$ cat config.mk
export PLATFORM = sky130hd
export DESIGN_NAME = axi4_wr_cmd_fifo
export DESIGN_NICKNAME = d
export VERILOG_FILES = /design/src/rtl/axi4_wr_pkg.sv /design/src/rtl/axi4_wr_cmd_ram.sv /design/src/rtl/axi4_wr_cmd_fifo.sv
export SDC_FILE = /design/constraint.sdc
export NUM_CORES = 1
export LEC_CHECK = 0
export CORE_UTILIZATION = 65
export DETAILED_ROUTE_END_ITERATION = 6
export PLACE_DENSITY = 0.81
export SLEW_MARGIN = 30
export SYNTH_ARGS = -nofsm -noshare
export SYNTH_HDL_FRONTEND = slang
export SYNTH_SLANG_ARGS = --single-unit
$ cat constraint.sdc
create_clock -name m_aclk -period 18.5 [get_ports m_aclk]
set_clock_uncertainty 0.05 [all_clocks]
set_input_delay 5.55 -clock m_aclk [delete_from_list [all_inputs] [get_ports m_aclk]]
set_output_delay 5.55 -clock m_aclk [all_outputs]
set_load 0.05 [all_outputs]
$ cat src/rtl/axi4_wr_pkg.sv
// axi4_wr_pkg: defaults and command typedef shared by the write command FIFO and write master.
// Revision: 1.0
`default_nettype none

package axi4_wr_pkg;

  localparam int CMD_DEPTH = 16;
  localparam int CMD_AW    = 32;
  localparam int CMD_DW    = 32;

  typedef struct packed {
    logic [CMD_AW-1:0] addr;
    logic [CMD_DW-1:0] data;
  } wr_cmd_t;

endpackage

`default_nettype wire

$ cat src/rtl/axi4_wr_cmd_ram.sv
// axi4_wr_cmd_ram: DEPTH x W register array, synchronous write, asynchronous read.
// Revision: 1.0
`default_nettype none

module axi4_wr_cmd_ram #(
  parameter int DEPTH = 16,
  parameter int W     = 64
) (
  input  logic                     clk,
  input  logic                     we,
  input  logic [$clog2(DEPTH)-1:0] waddr,
  input  logic [W-1:0]             wdata,
  input  logic [$clog2(DEPTH)-1:0] raddr,
  output logic [W-1:0]             rdata
);

  logic [W-1:0] mem [DEPTH];

  // Contents are deliberately not reset; level gates every read.
  always_ff @(posedge clk) begin
    if (we) mem[waddr] <= wdata;
  end

  assign rdata = mem[raddr];

endmodule

`default_nettype wire

$ cat src/rtl/axi4_wr_cmd_fifo.sv
// axi4_wr_cmd_fifo: command queue feeding the single-beat AXI4 write master.
// Revision: 1.0
`default_nettype none

module axi4_wr_cmd_fifo
  import axi4_wr_pkg::*;
#(
  parameter int DEPTH = CMD_DEPTH,
  parameter int AW    = CMD_AW,
  parameter int DW    = CMD_DW
) (
  input  logic                     m_aclk,
  input  logic                     m_arst_n,
  input  logic [AW-1:0]            s_wr_addr,
  input  logic [DW-1:0]            s_wr_data,
  input  logic                     s_wr_valid,
  output logic                     s_wr_ready,
  output logic [AW-1:0]            wr_addr,
  output logic [DW-1:0]            wr_data,
  output logic                     wr_valid,
  input  logic                     wr_ready,
  input  logic                     flush,
  output logic [$clog2(DEPTH):0]   level,
  output logic                     full,
  output logic                     empty,
  output logic [15:0]              done_cnt
);

  localparam int PW = $clog2(DEPTH);
  localparam int LW = PW + 1;

  typedef struct packed {
    logic [AW-1:0] addr;
    logic [DW-1:0] data;
  } cmd_t;

  logic [PW-1:0] rd_ptr, wr_ptr, rd_ptr_nxt, wr_ptr_nxt;
  logic [LW-1:0] level_nxt;
  logic          push, pop;
  cmd_t          wcmd, head;

  assign s_wr_ready = !full && !flush;
  assign push       = s_wr_valid && s_wr_ready;
  assign pop        = wr_ready && !empty;
  assign wr_valid   = !empty;
  assign wcmd       = '{addr: s_wr_addr, data: s_wr_data};

  axi4_wr_cmd_ram #(
    .DEPTH (DEPTH),
    .W     (AW + DW)
  ) u_ram (
    .clk   (m_aclk),
    .we    (push),
    .waddr (wr_ptr),
    .wdata (wcmd),
    .raddr (rd_ptr),
    .rdata (head)
  );

  assign wr_addr = empty ? '0 : head.addr;
  assign wr_data = empty ? '0 : head.data;

  // Flush keeps only the head (or nothing if the head pops this cycle);
  // wr_ptr lands just past the current head in both cases.
  always_comb begin
    rd_ptr_nxt = rd_ptr + PW'(pop);
    wr_ptr_nxt = wr_ptr;
    level_nxt  = level;
    if (flush && !empty) begin
      wr_ptr_nxt = rd_ptr + PW'(1);
      level_nxt  = pop ? LW'(0) : LW'(1);
    end else begin
      wr_ptr_nxt = wr_ptr + PW'(push);
      level_nxt  = level + LW'(push) - LW'(pop);
    end
  end

  always_ff @(posedge m_aclk or negedge m_arst_n) begin
    if (!m_arst_n) begin
      rd_ptr   <= '0;
      wr_ptr   <= '0;
      level    <= '0;
      full     <= 1'b0;
      empty    <= 1'b1;
      done_cnt <= '0;
    end else begin
      rd_ptr   <= rd_ptr_nxt;
      wr_ptr   <= wr_ptr_nxt;
      level    <= level_nxt;
      full     <= (level_nxt == LW'(DEPTH));
      empty    <= (level_nxt == '0);
      done_cnt <= done_cnt + 16'(pop);
    end
  end

endmodule

`default_nettype wire

Yosys cells after proc, flatten, opt, wreduce, memory -nomap -nowiden

Memory sizes are Yosys's and may differ from the RTL's.
Cells that the tools add are included.

Register bits after elaboration: 31
RAM bits: 1024
Output and inout bits: 89
Memories: 1

$add $sub $neg: 6
Eq/ne operators: 1
Multiplexer cells: 7
Reductions and logical operators: 8

Memories:

| memory    | depth | bits a word | read ports | clocked after Yosys merged registers in | write ports | line                  | source |
|---|---|---|---|---|---|---|---|
| u_ram.mem | 16    | 64          | 1          | 0                                       | 1           | axi4_wr_cmd_ram.sv:17 | `logic [W-1:0] mem [DEPTH];` |

Operator list:

| kind                                                           | count |
|---|---|
| 32-bit 2-to-1 mux                                              | 2 |
| 16-bit by 1-bit adder with 16-bit output                       | 1 |
| 4-bit by 1-bit adder with 4-bit output                         | 2 |
| 5-bit by 1-bit adder with 5-bit output                         | 1 |
| 5-bit == test (second input constant)                          | 1 |
| 5-bit zero test                                                | 1 |
| 5-bit 2-to-1 mux                                               | 1 |
| 5-bit by 1-bit subtractor with 5-bit output                    | 1 |
| 4-bit by 1-bit adder with 4-bit output (second input constant) | 1 |
| 1-bit logical AND                                              | 4 |
| 4-bit 2-to-1 mux                                               | 1 |
| 1-bit zero test                                                | 3 |
| 1-bit 2-to-1 mux                                               | 3 |

Depth between registers and ports, before layout

Depth after elaboration: 7
Mapped depth: 10
Depth with buffers taken out: 10

By module

From an unflattened synthesis, not the netlist that was laid out.

Cells, all modules: 1790
Area total of the unflattened synthesis: 40273.6 sq um

Modules (own cells, without submodules):

| module           | instances | cells an instance | area an instance (sq um) | seq. area each (sq um) |
|---|---|---|---|---|
| axi4_wr_cmd_ram  | 1         | 1583              | 38300.5                  | 30749.5 |
| axi4_wr_cmd_fifo | 1         | 207               | 1973.1                   | 777.0 |

Worst setup path before layout

Ideal clock, no wire load.

Path type: in2out
Start: input flush
End: output s_wr_ready
Arrival: 6224 ps
Setup slack: 6676 ps
Stages: 1
Buffers on the path: 0
Cells stage by stage: nor2_1

Word-level cells in the longest chain between the ends: 2

Ends and longest elaborated chain:

| item              | line                   | source |
|---|---|---|
| from (decl)       | axi4_wr_cmd_fifo.sv:22 | `input logic flush,` |
| 1-bit zero test   | axi4_wr_cmd_fifo.sv:42 | `assign s_wr_ready = !full && !flush;` |
| 1-bit logical AND | axi4_wr_cmd_fifo.sv:42 |  |
| to (decl)         | axi4_wr_cmd_fifo.sv:17 | `output logic s_wr_ready,` |

Every way passes these cells.

Worst setup path in the final report

Same ends and word-level chain as after synthesis.

==> results.md <==
- Fin crit period: 12.55 ns
- PD cells: 161.4 mW/mm2
- CTS max path bufs: 3
- Total wire length: 89,540 um
- Status: finished, final reports clean
- Net switching power: 2717 uW
- Die H: 253.7 um
- Cell with the most instances after synthesis: edfxtp_1
- H-tree depth: 3
- Area delta synth->final: 13.44%
- Fin. Hold Viols: 0
- Async set-reset flop share out of synthesis: 2.938%
- Worst setup EP type: output pin
- Pre-CTS WS: 5.957 ns
- RSZ-0062 raised after global routing: false
- Setup Crit Path Kind: in -> out
- Hold Path Class: reg -> reg
- Die ar.: 0.06438 mm2
- Per-cell routed wire length: 26.56 um
- Hold_buf cts: 0
- Mean post-synth cell area: 18.03 um2
- Vias in the first global route: 21,740
- Num CTS Buffers: 99
- Crit share post-route: 67.82%
- Number of core rows: 91
- Clock share of power: 26.1%
- Syn Inst Count: 2,284
- Setup Fix Bufs, Post-CTS: 0
- Required @ worst endpoint: 12.90 ns
- Final setup fails: 0
- DRC: 0
- Clock latency on the worst-skew pair: 0.63 ns
- Die W: 253.7 um
- Post-synth top flop: edfxtp_1
- Sw frac: 36.02%
- CTS tree: built
- Core Region: 0.06217 mm2
- Starting DRT DRC Count: 1,994
- Synth Cell Area: 0.04119 mm2
- Average vias per placed instance: 6.404
- Peak Freq: 0.07971 GHz
- Grt total ovfl: 0
- Final instance area: 0.04673 mm2
- Crit Path Max Fanout: 3
- Post-synth EDFFs: 1,024
- HPWL Detailed: 43,190 um
- Post-CTS Resized: 0
- Rel. slew slack: 29.93%
- P_leak: 0.01639 uW
- Synth cell count leaders: edfxtp_1, mux2i_1, a22oi_1, nand3_1, nand2_1
- Mapped Nets: 2,366
- Hold_ws: 0.4163 ns
- Worst hold stages: 1
- Layout cell share with drive strength beyond 1: 8.060%
- Critical Path AT: 6.95 ns
- CTS Sinks: 1,055
- Antenna-violating nets left: 0
- Largest area contributor in the netlist: edfxtp_1
- Initial Util: 66.26%
- Combinational group share of total power: 36.2%
- Reg2Reg Depth: 5
- Fill count: 3,512
- Antenna violations before repair: 7
- Register area share after synthesis: 76.54%
- Yosys warns: 0
- First-pass GRT wire length: 130,500 um
- Measured slew at the worst slew-check pin: 1.051 ns
- Distinct cells, synth: 34
- Int Power: 4826 uW
- GPL Wtd Cong: 0.7500
- Root Buffer: clkbuf_16
- I/O pins: 158
- Setup TNS: 0 ns
- PortBufs: 157
- Max IR drop VDD: 0.0001665 V
- GRT Total Usage: 27.97%
- Crit start category: primary input
- First-pass iteration count of the detailed router: 5
- Final Max Slew Viols: 0
- # Max-Cap Violations: 0
- Vias post-DR: 21,590
- Yosys top cell area share: 74.65%
- Yosys reg bits: 1,055
- Sequential share of power: 37.6%
- Layout Nets: 2,535
- Largest net degree at the start of global routing: 153
- DP Area: 0.04350 mm2
- Synth top area cells: edfxtp_1, mux2i_1, a22oi_1
- Clk pin slew, worst setup/hold paths: 0.06 ns
- Final setup margin: 5.954 ns
==> power groups by stage <==
| stage | Clock [uW] | Combinational [uW] | Sequential, uW |
|---|---|---|---|
| 6_report | 1970 | 2730 | 2840 |
| 3_3_place_gp | 0 | 2660 | 2880 |
| 2_1_floorplan | 0 | 1950 | 2910 |
| 3_5_place_dp | 0 | 2720 | 2890 |
| 5_1_grt | 2080 | 2870 | 2850 |
| 4_1_cts | 1990 | 2740 | 2840 |
==> cell type report <==
class	instances	area [um2]	area share (%)
inverter	10	37.54	0.08033
multi-input combinational	1088	8912	19.07
sequential	1055	31530	67.48
tap	837	1047	2.241
antenna	3	7.507	0.01607
clock inverter	52	493.0	1.055
timing repair buffer	199	2031	4.346
clock buffer	127	2668	5.709
==> registers in the layout, summed over array words and instances, names as in the netlist <==
register	cells
u_ram.mem	1024
empty	1
level	5
rd_ptr	4
done_cnt	16
full	1
wr_ptr	4
==> per-layer routing <==
| layer | track usage [%] | share of wire [%] | up-vias |
|---|---|---|---|
| met2 | 48.16 | 51 | 929 |
| met1 | 36.25 | 39 | 11010 |
| met4 | 10.62 | 2.8 | 8 |
| met5 | 0 | 0.067 | - |
| met3 | 4.200 | 7.2 | 177 |
| li1 | - | - | 9467 |
==> worst paths after layout <==
kind | end | slack [ns] | from
worst max-delay path | s_wr_ready | 5.95 | flush
worst min-delay path | done_cnt[15] | 0.42 | done_cnt[15]
worst max register to register | u_ram.mem[4][35] | 15.16 | full
worst min register to register | done_cnt[15] | 0.42 | done_cnt[15]
max in group asynchronous | empty | 12.80 | m_arst_n
min in group asynchronous | done_cnt[10] | 5.28 | m_arst_n
==> cell families (layout without fill, tap and decap cells) <==
group,Yosys count,count (layout),synth area share [%]
compound gates,267,267,4.821
mux,512,512,12.44
simple gates,271,271,3.065
fa+ha+maj,13,13,0.4131
flops,1055,1055,76.54
other cells,0,3,0
xor+xnor,25,25,0.5316
buf+inv,141,388,2.190
==> per-stage QoR <==
stage	util [%]	power (uW)	std cells
final	75.16	7543	3371
after global routing	75.16	7798	3371
after CTS	75.06	7569	3366
after detailed placement	69.97	5605	3187
after global placement	69.81	5536	3184
after floorplan	-	4853	2284
==> critical path: stages <==
cell and delay, ns:
clkdlybuf4s50_1 0.44, nor2_1 0.14, clkdlybuf4s50_1 0.82
==> placed cells by master (no fill, tap or decap), types with 17 or more instances in the layout <==
cell / instances
edfxtp_1: 1024
mux2i_1: 512
a22oi_1: 256
clkdlybuf4s50_1: 157
nand3_1: 139
clkbuf_16: 103
nand2_1: 80
buf_4: 30
dfrtp_1: 29
clkbuf_1: 24
clkinv_1: 18
clkinv_2: 17
(Power assumes the default switching activity.)
